$ cat src/rtl/wx_rr_scheduler.sv
// Round-robin front end that lets N_REQ clients share one sequential W(x) engine.
// One transaction is in flight at a time. A watchdog substitutes an all-ones result if the engine stalls.
module wx_rr_scheduler #(
    parameter int N_REQ       = 4,
    parameter int DATA_W      = 16,
    parameter int RES_W       = 48,
    parameter int TIMEOUT_CYC = 32,
    localparam int IDX_W      = $clog2(N_REQ)
) (
    input  logic                    in_clock,
    input  logic                    in_reset_n,
    input  logic [N_REQ-1:0]        req_tvalid,
    input  logic [N_REQ*DATA_W-1:0] req_tdata,
    output logic [N_REQ-1:0]        req_tready,
    output logic [N_REQ-1:0]        rsp_tvalid,
    input  logic [N_REQ-1:0]        rsp_tready,
    output logic [RES_W-1:0]        rsp_tdata,
    output logic                    eng_s_tvalid,
    output logic [DATA_W-1:0]       eng_s_tdata,
    input  logic                    eng_s_tready,
    input  logic                    eng_m_tvalid,
    input  logic [RES_W-1:0]        eng_m_tdata,
    output logic                    eng_m_tready,
    output logic [IDX_W-1:0]        grant_id,
    output logic                    busy,
    output logic                    timeout_err
);

    typedef enum logic [1:0] {S_IDLE, S_ISSUE, S_WAIT, S_RETURN} state_t;

    localparam logic [7:0] TIMER_LAST = 8'(TIMEOUT_CYC - 1);

    state_t             r_state;
    state_t             w_state_next;
    logic [IDX_W-1:0]   r_last_grant;
    logic [IDX_W-1:0]   r_grant;
    logic [DATA_W-1:0]  r_sample;
    logic [RES_W-1:0]   r_result;
    logic [7:0]         r_timer;
    logic               r_timeout;
    logic [IDX_W-1:0]   w_winner;
    logic               w_found;
    int                 w_idx;
    logic [DATA_W-1:0]  w_req_data [N_REQ];

    generate
        for (genvar gi = 0; gi < N_REQ; gi++) begin : g_req
            assign w_req_data[gi] = req_tdata[gi*DATA_W +: DATA_W];
            // Accept is gated by reset so nothing is offered while the block is held in reset.
            assign req_tready[gi] = in_reset_n && (r_state == S_IDLE) && w_found
                                    && (w_winner == IDX_W'(gi));
            assign rsp_tvalid[gi] = (r_state == S_RETURN) && (r_grant == IDX_W'(gi));
        end
    endgenerate

    // Scan starts one past the last winner so every requester gets a turn.
    always_comb begin
        w_found  = 1'b0;
        w_winner = '0;
        w_idx    = 0;
        for (int k = 1; k <= N_REQ; k++) begin
            w_idx = (int'(r_last_grant) + k) % N_REQ;
            if (!w_found && req_tvalid[IDX_W'(w_idx)]) begin
                w_found  = 1'b1;
                w_winner = IDX_W'(w_idx);
            end
        end
    end

    always_ff @(posedge in_clock or negedge in_reset_n) begin
        if (!in_reset_n) begin
            r_state <= S_IDLE;
        end else begin
            r_state <= w_state_next;
        end
    end

    always_comb begin
        w_state_next = r_state;
        case (r_state)
            S_IDLE:   if (w_found) w_state_next = S_ISSUE;
            S_ISSUE:  if (eng_s_tready) w_state_next = S_WAIT;
            S_WAIT:   if (eng_m_tvalid || (r_timer == TIMER_LAST)) w_state_next = S_RETURN;
            S_RETURN: if (rsp_tready[r_grant]) w_state_next = S_IDLE;
            default:  w_state_next = S_IDLE;
        endcase
    end

    always_ff @(posedge in_clock or negedge in_reset_n) begin
        if (!in_reset_n) begin
            r_last_grant <= IDX_W'(N_REQ - 1);
            r_grant      <= '0;
            r_sample     <= '0;
            r_result     <= '0;
            r_timer      <= '0;
            r_timeout    <= 1'b0;
        end else begin
            r_timeout <= 1'b0;
            case (r_state)
                S_IDLE: begin
                    if (w_found) begin
                        r_sample     <= w_req_data[w_winner];
                        r_grant      <= w_winner;
                        r_last_grant <= w_winner;
                    end
                end
                S_ISSUE: begin
                    if (eng_s_tready) r_timer <= '0;
                end
                S_WAIT: begin
                    // A result arriving on the expiry cycle still wins over the watchdog.
                    if (eng_m_tvalid) begin
                        r_result <= eng_m_tdata;
                    end else if (r_timer == TIMER_LAST) begin
                        r_result  <= {RES_W{1'b1}};
                        r_timeout <= 1'b1;
                    end else begin
                        r_timer <= r_timer + 8'd1;
                    end
                end
                default: ;
            endcase
        end
    end

    assign eng_s_tvalid = (r_state == S_ISSUE);
    assign eng_s_tdata  = r_sample;
    assign eng_m_tready = (r_state == S_WAIT);
    assign rsp_tdata    = r_result;
    assign grant_id     = r_grant;
    assign busy         = (r_state != S_IDLE);
    assign timeout_err  = r_timeout;

endmodule

$ cat config.mk
export PLATFORM = sky130hd
export DESIGN_NAME = wx_rr_scheduler
export DESIGN_NICKNAME = d
export VERILOG_FILES = /design/src/rtl/wx_rr_scheduler.sv
export SDC_FILE = /design/constraint.sdc
export NUM_CORES = 1
export LEC_CHECK = 0
export CAP_MARGIN = 20
export CORE_ASPECT_RATIO = 0.7
export CORE_MARGIN = 10
export CORE_UTILIZATION = 40
export DETAILED_ROUTE_END_ITERATION = 8
export PLACE_DENSITY = 0.86
export SYNTH_ARGS = -nofsm -noshare
export SYNTH_HDL_FRONTEND = slang
export SYNTH_SLANG_ARGS = --single-unit
$ cat constraint.sdc
create_clock -name in_clock -period 2.2 [get_ports in_clock]
set_clock_uncertainty 0.05 [all_clocks]
set_input_delay 0.44 -clock in_clock [delete_from_list [all_inputs] [get_ports in_clock]]
set_output_delay 0.44 -clock in_clock [all_outputs]
set_load 0.02 [all_outputs]
Yosys cells after proc, flatten, opt, wreduce, memory -nomap -nowiden --
Cells that the tools add are included.
Storage, ports and cells: register bits 79, bits of input ports 124, output and inout bits 78, logic and storage cells 101
Cells by class: add/subtract/negate cells 5, order comparisons 6, eq/ne operators 16, muxes and demuxes 39, bitwise logic cells 1, reduce and logical (&&, ||, !) cells 27
Operators by type and width (number):
- two-way mux 48 bit | 2
- binary-select mux 16 bit (select 2 bit) | 1
- two-way mux 16 bit | 2
- two-way mux 8 bit | 3
- less-than comparator 2 x 4 -> 1 bit, second input constant | 4
- two-way mux 1 bit | 16
- two-way mux 2 bit | 8
- case mux 8 bit (2 select lines) | 1
- logical AND 1 bit | 13
- equality test 2 bit, second input constant | 6
- binary-select mux 1 bit (select 2 bit) | 5
- adder 8 x 1 -> 8 bit, second input constant | 1
- equality test 8 x 5 -> 1 bit, second input constant | 1
- case mux 2 bit (4 select lines) | 1
- AND reduction 4 bit | 2
- equality test 2 x 1 -> 1 bit, second input constant | 3
- zero test 2 bit | 3
- inequality test 2 x 1 -> 1 bit, second input constant | 3
- inequality test 2 bit, second input constant | 3
- nonzero test 2 bit | 3
- adder 2 x 1 -> 2 bit, second input constant | 2
- adder 2 bit, second input constant | 2
- AND reduction 2 bit | 2
- >= comparator 3 bit, second input constant | 1
- other kinds (4) | 6

Longest topological paths before layout --
Gate-level depths: netlist of run 1.
word-level depth 18, gate-level depth with buffers 8, depth with buffers taken out 6

Least setup slack after synthesis of run 1 --
Ideal clock, no wire load.
path kind input port to output port, start point in req_tvalid[1], end point out req_tready[3], arrival time 1.645 ns, path slack 0.065 ns, stages 6, cells stage by stage buf_4 -> or3_1 -> o311ai_4 -> buf_6 -> nand2_1 -> nor2_1
Between the ends: longest elaborated chain between the ends 15, elaborated cells on any way between the ends 29, those cells by class 1 x eq/ne; 20 x mux; 8 x reduce/logical
RTL lines:
- from (decl) | line 12 | input logic [N_REQ-1:0] req_tvalid,
- binary-select mux 1 bit (select 2 bit) | line 63 | if (!w_found && req_tvalid[IDX_W'(w_idx)]) begin
- two-way mux 1 bit (implied by the code) (2 in a row) | line 63
- two-way mux 1 bit | line 63
- zero test 1 bit | line 63
- logical AND 1 bit | line 63
- two-way mux 1 bit | line 63
- zero test 1 bit | line 63
- logical AND 1 bit | line 63
- two-way mux 1 bit | line 63
- zero test 1 bit | line 63
- logical AND 1 bit | line 63
- two-way mux 2 bit / two-way mux 1 bit (equally long branches) | line 63
- equality test 2 bit / logical AND 1 bit (equally long branches) | line 51, 50
- logical AND 1 bit * | line 51 | && (w_winner == IDX_W'(gi));
- to (decl) | line 14 | output logic [N_REQ-1:0] req_tready,
Every way passes the cells marked *; elsewhere a longest branch is shown, timed or not. The select of a mux whose other input is x is not followed.

Worst setup path in the final report of run 1 --
start point reg r_last_grant[0], end point out req_tready[0]
Between the ends: longest elaborated chain between the ends 16, elaborated cells on any way between the ends 33, those cells by class 4 x add/sub; 20 x mux; 9 x reduce/logical
RTL lines:
- from (decl) | line 35 | logic [IDX_W-1:0] r_last_grant;
- from (signal assigned) | line 91 | r_last_grant <= IDX_W'(N_REQ - 1);
- from (signal assigned) | line 104 | r_last_grant <= w_winner;
- adder 2 x 1 -> 2 bit | line 62 | w_idx = (int'(r_last_grant) + k) % N_REQ;
- binary-select mux 1 bit (select 2 bit) | line 63
- two-way mux 1 bit (implied by the code) (2 in a row) | line 63
- two-way mux 1 bit | line 63
- zero test 1 bit | line 63
- logical AND 1 bit | line 63
- two-way mux 1 bit | line 63
- zero test 1 bit | line 63
- logical AND 1 bit | line 63
- two-way mux 1 bit | line 63
- zero test 1 bit | line 63
- logical AND 1 bit | line 63
- two-way mux 2 bit / two-way mux 1 bit (equally long branches) | line 63
- zero test 2 bit / logical AND 1 bit (equally long branches) | line 51, 50
- logical AND 1 bit * | line 51
Marks and branches as above.

==> results.md, run 1 <==
- Total number of vias: 3896
- Area overhead of the layout relative to synthesis: 65.0%
- Upper clock frequency limit: 452 MHz
- Post-route worst setup slack: -0.0138 ns
- Post-Syn Area per Cell: approximately 11 um^2
- Largest net degree at the start of global routing: a little under 50
- Post-synthesis share of cell area spent on xor and xnor gates: 0
- Num rows: 30
- Share of cells above drive strength 1: 0.142
- Clock sink count: 79
- Number of global-route vias before repair: 4204
- Power per cell area: 1360 mW/mm^2
- Nets@finish: 725
- Total cell area at the placement stage: 0.00625 mm^2
- First-pass DRT Iterations: 5
- Max_cap viols: 0
- Register bit count reported by yosys: 79
- Kind of critical path: reg2out
- Share of synthesized flip-flops with an asynchronous set or reset: 1.00
- Routed vias/inst: 5.34
- Synth Area in Compound Gates: 0.279
- Worst Tran Pin Value: 0.648 ns
- Instance count of the mapped netlist: 373
- Number of remaining DRC errors: 0
- Most frequent standard cell in the layout excluding fill and tap cells: clkdlybuf4s50_1
- Commonest non-fill, non-tap cells in the layout: 185 x clkdlybuf4s50_1, 77 x dfrtp_1, 48 x o22a_1
- Clock Pin Slew Worst Setup and Hold Paths: roughly 0.060 ns
- Period minus WS final: 2.21 ns
- Final setup viols: 1
- Clock Root Buffer: clkbuf_16
- Worst rel slew slack: 0.567
- Core area: 0.00972 mm^2
- Final Max Slew Viols: 0
- Worst-skew pair later-pin latency: 0.33 ns
- Hold WC Path Type: in2async
- Buffers added on ports: ~200
- Logic depth of the worst path, buffers included: 6
- Share of synthesized cell area in full adder, half adder and majority cells: 0.0188
- Worst-case vdd ir drop: 508 uV
- Cell family with most CP delay: flip-flops
- Global-route met1 utilization: 0.210
- Overflow after GRT: 0
- Seq. cell area: 0.00198 mm^2
- Yosys Warn Count: 0
- Synthesized cell area: 0.00399 mm^2
- CTS tree: done
- Gr usage total: 0.185
- H-tree depth: 3
- Fill cell total of the finished layout: 746
- Crit-path max cell delay: 0.55 ns
- Die H: 104 um
- Post-route antenna net violation count: 0
- Sort of element at the end of the critical path: output pin
- Most frequent cell on the critical path: nor2_1
- Unrepaired setup endpoints after global routing: yes
- Drt first-iter violations: 147
- Number of buffers created by CTS: 9
- Fin. Hold Viols: 0
- Layer with the highest usage after global routing: met2
- Number of ports placed on the die boundary: 202
- Crit path required time: between 1.5 and 2 ns
- Wire length of the first global-routing pass: ~22000 um
- Mux share of post-synthesis cell area: 0.0185
- Pre-CTS setup slack: -0.690 ns
- GPL Wtd Cong: 0.909
- Number of enable flip-flop cells after synthesis: 0
- Average wire per standard cell: 19.1 um
- Cell area after layout: ~0.0066 mm^2
- Violations in the final reports: setup timing
- Area share of the leading cell type in the synthesized netlist: 0.483
- Routing usage on met2: 0.311
- Antenna violations before repair: 1
- Multi-input logic area: 0.00182 mm^2
- Main combinational cell family by area after synthesis: compound AO/OA/AOI/OAI gates
- Logic depth of the worst register-to-register path: 6
- Met3 Usage GRT: 0.0766
- Worst path slowest cell: dfstp_2
- Simple-gate portion of the synthesized area: 0.128
- Number of buffers and inverters on the critical path: 2
- Wire length reported by the detailed router: 13900 um
- Largest fanout of any net on the critical path: 3
- Arrival time reported for the critical path endpoint: 1.72 ns
- Sequential share of the synthesized area: 0.496
- Result of the run: complete, but fails checks
- Die area: 0.0144 mm^2
- CTS Hold Bufs: 0
- Number of nets in the synthesized netlist: 503
- Startpoint kind of the worst setup timing path: register
- Maximum clock path buffer count: 2
- Unique masters post-synth: 53
- Static Leakage: 0.00271 uW
- Starting density of the core: 0.410
- Final worst path period share: 1.01
- Top cell type by total area after synthesis: dfrtp_1
- Crit path cell chain: buf_4 -> nand2b_4 -> and3_1 -> nor2_1 -> nor2_1 -> buf_2
- Die boundary width: 139 um
- Leading cell types by total area after synthesis: dfrtp_1 48%, o22a_1 11%, a32oi_1 3.5%
- Sum of net half-perimeters after detailed placement: between 10000 and 15000 um
- Top flip-flop cell by instance count after synthesis: dfrtp_1
## Yosys cell counts, types with 7 or more instances
cell      instances
a21oi_1          19
a31oi_1          19
a32oi_1          16
and2_1           17
buf_2             7
buf_6             8
clkbuf_1         10
dfrtp_1          77
inv_1             9
nand2_1          19
nor2_1           28
o21ai_0          20
o22a_1           48
## per-layer routing
| layer | part of all wire | vias to the layer above |
|---|---|---|
| li1 | - | 1849 |
| met1 | 0.39 | 1869 |
| met2 | 0.50 | 162 |
| met3 | 0.096 | 16 |
| met4 | 0.012 | 0 |
| met5 | 0 | - |
## logic make-up after synthesis
logic type      after synthesis
fa+ha+maj                     6
buf+inv                      40
mux                           7
compound gates              145
simple gates                 96
flops                        79
## per-stage QoR
stage / instances / hold WS [ns] / utilization / total power, uW / setup TNS, ns
after floorplan: 373 / 0.0944 / - / 5270 / 0
after global placement: 708 / 0.439 / 0.643 / 7350 / -3.02
after detailed placement: 708 / 0.446 / 0.643 / 7540 / -5.70
after CTS: 725 / 0.115 / 0.671 / 8970 / 0
after global routing: 729 / 0.143 / 0.677 / 9530 / -0.115
final: 729 / 0.115 / 0.677 / 8960 / -0.0138
## sequential cells by signal (all words and copies together) (netlist names)
name / count
eng_s_tdata: 16
grant_id: 2
timeout_err: 1
rsp_tdata: 48
r_timer: 8
r_state: 2
r_last_grant: 2
## repair_timing
action | CTS | global route
gates resized for setup | 30 | 10
buffers inserted | 1 | 2
gates cloned | 0 | 1
pin swaps | 1 | 3
setup endpoints to repair | 11 | 52
## worst reg2reg max path: cells and delay by family, from the launching register on
kind,cells,cell delay [ns]
AO/OA/AOI/OAI,2,0.41
adder cells (fa/ha/maj),1,0.23
buffers and inverters,1,0.21
flip-flops,1,0.44
multiplexers,1,0.36
AND/OR/NAND/NOR,1,0.21
## cell type report
| type | count | area share |
|---|---|---|
| clock inverters | 6 | 0.00798 |
| clock buffers | 10 | 0.0363 |
| multi-input cells | 255 | 0.277 |
| diodes | 1 | 0.000380 |
| flip-flops and latches | 79 | 0.301 |
| inverters | 9 | 0.00513 |
| well taps | 128 | 0.0243 |
| repair buffers | 241 | 0.348 |
## where the power goes
part	leakage [uW]	switching, uW	internal [uW]
Clock	0.000137	607	810
Sequential	0.000899	447	2160
Combinational	0.00167	2490	2450
Total	0.00271	3540	5420
## final timing paths
check                                             from                          to  slack [ns]
min in group in_clock        rsp_tdata[44]$_DFFE_PN0P_   rsp_tdata[44]$_DFFE_PN0P_        0.45
min                                         in_reset_n  eng_s_tdata[0]$_DFFE_PN0P_        0.12
min reg2reg                  rsp_tdata[44]$_DFFE_PN0P_   rsp_tdata[44]$_DFFE_PN0P_        0.45
max                        r_last_grant[0]$_DFFE_PN1P_               req_tready[0]       -0.01
max in group asynchronous                   in_reset_n    rsp_tdata[3]$_DFFE_PN0P_        1.53
max reg2reg                     r_timer[0]$_DFFE_PN0P_      r_state[1]$_DFFE_PN0P_        0.19
Power figures use the tool's default switching activity.
==> run 2, diff against run 1 <==
--- a/config.mk
+++ b/config.mk
@@ -6,10 +6,12 @@
 export NUM_CORES = 1
 export LEC_CHECK = 0
 export CAP_MARGIN = 20
+export CELL_PAD_IN_SITES_DETAIL_PLACEMENT = 1
+export CELL_PAD_IN_SITES_GLOBAL_PLACEMENT = 2
 export CORE_ASPECT_RATIO = 0.7
-export CORE_MARGIN = 10
-export CORE_UTILIZATION = 40
+export CORE_UTILIZATION = 23
 export DETAILED_ROUTE_END_ITERATION = 8
+export HOLD_SLACK_MARGIN = 0.15
 export PLACE_DENSITY = 0.86
 export SYNTH_ARGS = -nofsm -noshare
 export SYNTH_HDL_FRONTEND = slang
==> run 2 against run 1 <==
Hold slack improved by 0.34 ns. Cell count up 14%. Sequential cell count unchanged. Non-clock buffer count is 5 higher. Final area rose by 2.9%. Critical endpoint is now req_tready[3]. The flow still finishes with violations (setup timing). Worst setup slack worse by 0.013 ns. Register-to-register slack worse by 0.05 ns. Fmax fell by 0.59%. Count of clock-buffer cells in the layout is the same. Critical path depth decreased by 1. Core utilization shrank 27 points. Power up 2.6%.
==> results.md, run 2 (synthesized netlist as in run 1, its figures left out) <==
- Final worst path period share: 1.01 (+0.00597)
- Nets@finish: 729 (+0.55%)
- First-pass DRT Iterations: 4 (-1)
- Share of cells above drive strength 1: 0.149 (+0.00734)
- Instance count after placement with tap cells included: 809 (+14%)
- Buffers added on ports: 201 (unchanged)
- Sort of element at the end of the critical path: output pin
- Post-route antenna net violation count: 0 (unchanged)
- Area overhead of the layout relative to synthesis: 69.7%
- Worst Tran Pin Value: 0.757 ns (+0.109 ns)
- Period minus WS final: 2.23 ns (+0.0131 ns)
- Final setup viols: 2 (+1)
- Starting density of the core: 0.240 (-0.171)
- Worst-case vdd ir drop: 537 uV (+5.8%)
- Crit path cell chain: and2b_4 -> o311ai_4 -> nand2_1 -> nor2_2 -> buf_6
- Antenna violations before repair: 0 (-1)
- Violations in the final reports: setup timing
- Wire length of the first global-routing pass: 23400 um (+5.9%)
- Number of diodes: 0 (-1)
- Power per cell area: 1360 mW/mm^2 (-0.29%)
- Worst rel slew slack: 0.495 (-0.0718)
- Number of remaining DRC errors: 0 (unchanged)
- Final Max Slew Viols: 0 (unchanged)
- Average wire per standard cell: 17.6 um (-7.7%)
- Worst path slowest cell: dfstp_2
- Upper clock frequency limit: 449 MHz (-0.59%)
- Wire length reported by the detailed router: 14600 um (+5.0%)
- Largest net degree at the start of global routing: 59 (+20%)
- Drt first-iter violations: 254 (+73%)
- Commonest non-fill, non-tap cells in the layout: 185 x clkdlybuf4s50_1, 77 x dfrtp_1, 48 x o22a_1
- Post-route worst setup slack: -0.0269 ns (-0.0131 ns)
- Fin. Hold Viols: 0 (unchanged)
- Number of buffers and inverters on the critical path: 1 (-1)
- Max_cap viols: 0 (unchanged)
- Worst hold slack: 0.458 ns (+0.343 ns)
- Cell area after layout: 0.00677 mm^2 (+2.9%)
- Worst-skew pair later-pin latency: 0.34 ns (about the same)
- Overflow after GRT: 0 (unchanged)
- Crit-path max cell delay: 0.58 ns (+0.03 ns)
- Die area: 0.0179 mm^2 (+24%)
- Flip-flop count of the largest register, all copies and words added: 48 (unchanged)
- Number of ports placed on the die boundary: 202 (unchanged)
- H-tree depth: 3 (unchanged)
- Fill cell total of the finished layout: 1844 (+150%)
- Final total power: 9190 uW (+2.6%)
- Clock Root Buffer: clkbuf_16
- Clock sink count: 79 (unchanged)
- GPL Wtd Cong: 0.874 (-3.8%)
- Arrival time reported for the critical path endpoint: 1.74 ns (+0.02 ns)
- Number of buffers created by CTS: 9 (unchanged)
- Multi-input logic area: 0.00180 mm^2 (-1.2%)
- Total cell area at the placement stage: 0.00642 mm^2 (+2.8%)
- Startpoint kind of the worst setup timing path: register
- Sum of net half-perimeters after detailed placement: 11100 um (+2.9%)
- Non-filler cells, final: 829 (+14%)
- Core area: 0.0166 mm^2 (+71%)
- Total number of vias: 3974 (+2.0%)
- Cell family with most CP delay: flip-flops
- Result of the run: complete, but fails checks
- Static Leakage: 0.00275 uW (+1.5%)
- Die H: 112 um (+8.3%)
- Hold WC Path Type: reg2reg
- Kind of critical path: reg2out
- Largest fanout of any net on the critical path: 4 (+1)
- Maximum clock path buffer count: 2 (unchanged)
- CTS tree: done
- Layout Utilization: 0.407 (-0.270)
- Routed vias/inst: 4.79 (-10%)
- Die boundary width: 159 um (+14%)
- Seq. cell area: 0.00198 mm^2 (unchanged)
- Crit path required time: 1.71 ns (about the same)
- Number of global-route vias before repair: 4235 (+0.74%)
- Most frequent standard cell in the layout excluding fill and tap cells: clkdlybuf4s50_1
- Clock Pin Slew Worst Setup and Hold Paths: 0.07 ns (about the same)
- Unrepaired setup endpoints after global routing: yes
- Gr usage total: 0.167 (-0.0180)
- Num rows: 39 (+30%)
run 2: repair_timing:
action                     CTS  global route
pin swaps                    2             4
hold buffers                 1             0
gates resized for setup     30            15
hold endpoints to repair    19             0
setup endpoints to repair   11             4
setup buffers                2             2
run 2: metal layers:
layer / track usage / up-vias / share of wire
li1: - / 1846 / -
met1: 0.225 / 1966 / 0.46
met2: 0.269 / 149 / 0.47
met3: 0.0362 / 13 / 0.053
met4: 0.0519 / 0 / 0.013
met5: 0 / - / 0
run 2: layout make-up:
| type | count | share of cell area |
|---|---|---|
| clock buffers | 10 | 0.0353 |
| inverters | 9 | 0.00499 |
| flip-flops and latches | 79 | 0.292 |
| clock inverters | 6 | 0.0115 |
| repair buffers | 246 | 0.348 |
| well taps | 225 | 0.0416 |
| multi-input cells | 254 | 0.266 |
run 2: power breakdown:
| group | switching (uW) | total, uW | internal, uW |
|---|---|---|---|
| clock network | 649 | 1580 | 930 |
| registers | 478 | 2640 | 2160 |
| logic | 2480 | 4970 | 2500 |
| total | 3600 | 9190 | 5590 |
run 2: worst paths after layout:
path | startpoint | end | slack, ns | cells after the start
hold / removal | rsp_tdata[22]$_DFFE_PN0P_ | rsp_tdata[22]$_DFFE_PN0P_ | 0.46 | 1
setup reg to reg | r_last_grant[0]$_DFFE_PN1P_ | eng_s_tdata[7]$_DFFE_PN0P_ | 0.14 | 8
max in group asynchronous | in_reset_n | rsp_tdata[15]$_DFFE_PN0P_ | 0.72 | 3
setup / recovery | r_last_grant[0]$_DFFE_PN1P_ | req_tready[3] | -0.03 | 5
min in group asynchronous | in_reset_n | eng_s_tdata[2]$_DFFE_PN0P_ | 0.69 | 3
hold reg to reg | rsp_tdata[22]$_DFFE_PN0P_ | rsp_tdata[22]$_DFFE_PN0P_ | 0.46 | 1
run 2: through the flow:
stage | TNS (ns) | worst slack, ns
after global routing | -0.211 | -0.0896
final | -0.0269 | -0.0269
after floorplan | 0 | 0.0647
after detailed placement | -5.63 | -0.764
after global placement | -4.40 | -0.735
after CTS | -0.188 | -0.0771
==> run 3, diff against run 2 <==
--- a/config.mk
+++ b/config.mk
@@ -9,6 +9,7 @@
 export CELL_PAD_IN_SITES_DETAIL_PLACEMENT = 1
 export CELL_PAD_IN_SITES_GLOBAL_PLACEMENT = 2
 export CORE_ASPECT_RATIO = 0.7
+export CORE_MARGIN = 2
 export CORE_UTILIZATION = 23
 export DETAILED_ROUTE_END_ITERATION = 8
 export HOLD_SLACK_MARGIN = 0.15
==> run 3 against run 2 <==
The flow now finishes without violations. Hold slack about the same. Count of clock-buffer cells in the layout fell by 1. Worst setup slack improved by 0.044 ns. Via count shrank 0.40%. Critical path depth grew 1. Power decreased by 0.60%. Critical endpoint is now req_tready[1].
==> results.md, run 3 (synthesized netlist as in run 1, its figures left out) <==
- GPL Wtd Cong: 0.879 (+0.51%)
- Cell depth of the worst hold path: 1 (unchanged)
- Clock Root Buffer: clkbuf_16
- Nets@finish: 725 (-0.55%)
- Sum of net half-perimeters after detailed placement: 11400 um (+3.2%)
- Min-Delay Endpoint: rsp_tdata[24]$_DFFE_PN0P_
- Max_cap viols: 0 (unchanged)
- Wire length of the first global-routing pass: 24200 um (+3.4%)
- Final setup viols: 0 (-2)
- Die H: 114 um (+1.8%)
- Worst-case vdd ir drop: 475 uV (-11%)
- Wire length reported by the detailed router: 15500 um (+5.8%)
- Share of cells above drive strength 1: 0.133 (-0.0157)
- Upper clock frequency limit: 458 MHz (+2.0%)
- Clock sink count: 79 (unchanged)
- Largest fanout of any net on the critical path: 4 (unchanged)
- Flip-flop count of the largest register, all copies and words added: 48 (unchanged)
- Core area: 0.0171 mm^2 (+2.6%)
- Num rows: 40 (+2.6%)
- Final worst path period share: 0.992 (-0.0199)
- Final total power: 9140 uW (-0.60%)
- Overflow after GRT: 0 (unchanged)
- Unrepaired setup endpoints after global routing: yes
- Fin. Hold Viols: 0 (unchanged)
- Startpoint kind of the worst setup timing path: register
- Arrival time reported for the critical path endpoint: 1.69 ns (-0.05 ns)
- Total negative setup slack: 0 ns (+0.0269 ns)
- Average wire per standard cell: 18.6 um (+5.4%)
- Static Leakage: 0.00272 uW (-1.1%)
- Worst rel slew slack: 0.398 (-0.0974)
- Logic depth of the worst register-to-register path: 6 (-2)
- Hold WC Path Type: reg2reg
- Die boundary width: 161 um (+1.3%)
- First-pass DRT Iterations: 4 (unchanged)
- Number of remaining DRC errors: 0 (unchanged)
- Terminus of the critical flop-to-flop path: r_state[1]$_DFFE_PN0P_
- H-tree depth: 3 (unchanged)
- Reg2reg setup slack: 0.16 ns (+0.02 ns)
- Kind of critical path: reg2out
- Gr usage total: 0.169 (+0.00234)
- Buffers added on ports: 201 (unchanged)
- Antenna violations before repair: 0 (unchanged)
- Routed vias/inst: 4.76 (-0.76%)
- Die area: 0.0184 mm^2 (+3.1%)
- Clock Pin Slew Worst Setup and Hold Paths: 0.07 ns (about the same)
- CTS tree: done
- Power per cell area: 1360 mW/mm^2 (+0.22%)
- Worst Tran Pin Value: 0.903 ns (+0.146 ns)
- Number of ports placed on the die boundary: 202 (unchanged)
- Number of buffers created by CTS: 9 (unchanged)
- Largest net degree at the start of global routing: 69 (+17%)
- Worst-skew pair later-pin latency: 0.35 ns (about the same)
- Sort of element at the end of the critical path: output pin
- Drt first-iter violations: 272 (+7.1%)
- Worst hold path startpoint: rsp_tdata[24]$_DFFE_PN0P_
- Result of the run: finished, final reports clean
- Crit path required time: 1.71 ns (about the same)
- Maximum clock path buffer count: 2 (unchanged)
- Most frequent standard cell in the layout excluding fill and tap cells: clkdlybuf4s50_1
- Final Max Slew Viols: 0 (unchanged)
- Fill cell total of the finished layout: 1864 (+1.1%)
- Launch point of the worst reg-to-reg path: r_timer[0]$_DFFE_PN0P_
- Period minus WS final: 2.18 ns (-0.0438 ns)
- Commonest non-fill, non-tap cells in the layout: 185 x clkdlybuf4s50_1, 77 x dfrtp_1, 48 x o22a_1
- Starting density of the core: 0.234 (-0.00599)
- Post-route antenna net violation count: 0 (unchanged)
- Total number of vias: 3958 (-0.40%)
- Area overhead of the layout relative to synthesis: 68.3%
- Number of global-route vias before repair: 4286 (+1.2%)
-- run 3: worst max-delay path by stage --
stage               depth (start not counted)  slack, ns                         from       endpoint
finish                                      6       0.02  r_last_grant[0]$_DFFE_PN1P_  req_tready[1]
global route                                6      -0.07  r_last_grant[0]$_DFFE_PN1P_  req_tready[1]
CTS                                         5     0.0008  r_last_grant[0]$_DFFE_PN1P_  req_tready[3]
detailed placement                          6      -0.73                req_tvalid[1]  req_tready[3]
global placement                            6      -0.69                req_tvalid[1]  req_tready[3]
floorplan                                   6       0.06                req_tvalid[1]  req_tready[3]
-- run 3: worst max-delay path: stages, from the launching register on --
cell and delay (ns):
dfstp_2 0.55, buf_4 0.12, nand2b_4 0.12, a311o_1 0.20
nand2_1 0.07, nor2_1 0.12, buf_4 0.16
-- run 3: power by group --
part | internal, uW | switching, uW
combinational | 2440 | 2510
sequential | 2160 | 453
clock | 896 | 673
-- run 3: metal layers --
metal / global-route usage / up-vias / part of all wire
met1: 0.237 / 1958 / 0.48
met5: 0 / - / 0
met2: 0.262 / 139 / 0.45
met3: 0.0398 / 12 / 0.059
met4: 0.0476 / 0 / 0.0089
li1: - / 1849 / -
-- run 3: final cells by class --
cell class | count | area (um^2) | share of cell area
inverters | 9 | 33.8 | 0.00503
multi-input cells | 255 | 1810 | 0.269
well taps | 231 | 289 | 0.0430
flip-flops and latches | 79 | 1980 | 0.295
clock inverters | 7 | 80.1 | 0.0119
clock buffers | 9 | 225 | 0.0335
repair buffers | 241 | 2300 | 0.342
diodes | 1 | 2.50 | 0.000373
-- run 3: timing repair --
item	in CTS	in global routing
setup endpoints to repair	59	3
hold buffers	1	0
gates resized for setup	30	4
buffers inserted	0	0
cloned	1	0
pin swaps	1	2
endpoints found under the hold margin	9	0
-- run 3: through the flow --
stage	setup WS (ns)	utilization	area (um^2)	hold slack [ns]	instances
floorplan	0.0647	-	3990	0.0944	373
global placement	-0.692	0.375	6400	0.394	813
detailed placement	-0.729	0.375	6400	0.393	813
CTS	0.000842	0.393	6710	0.462	831
global route	-0.0662	0.393	6710	0.472	831
finish	0.0169	0.394	6720	0.458	832
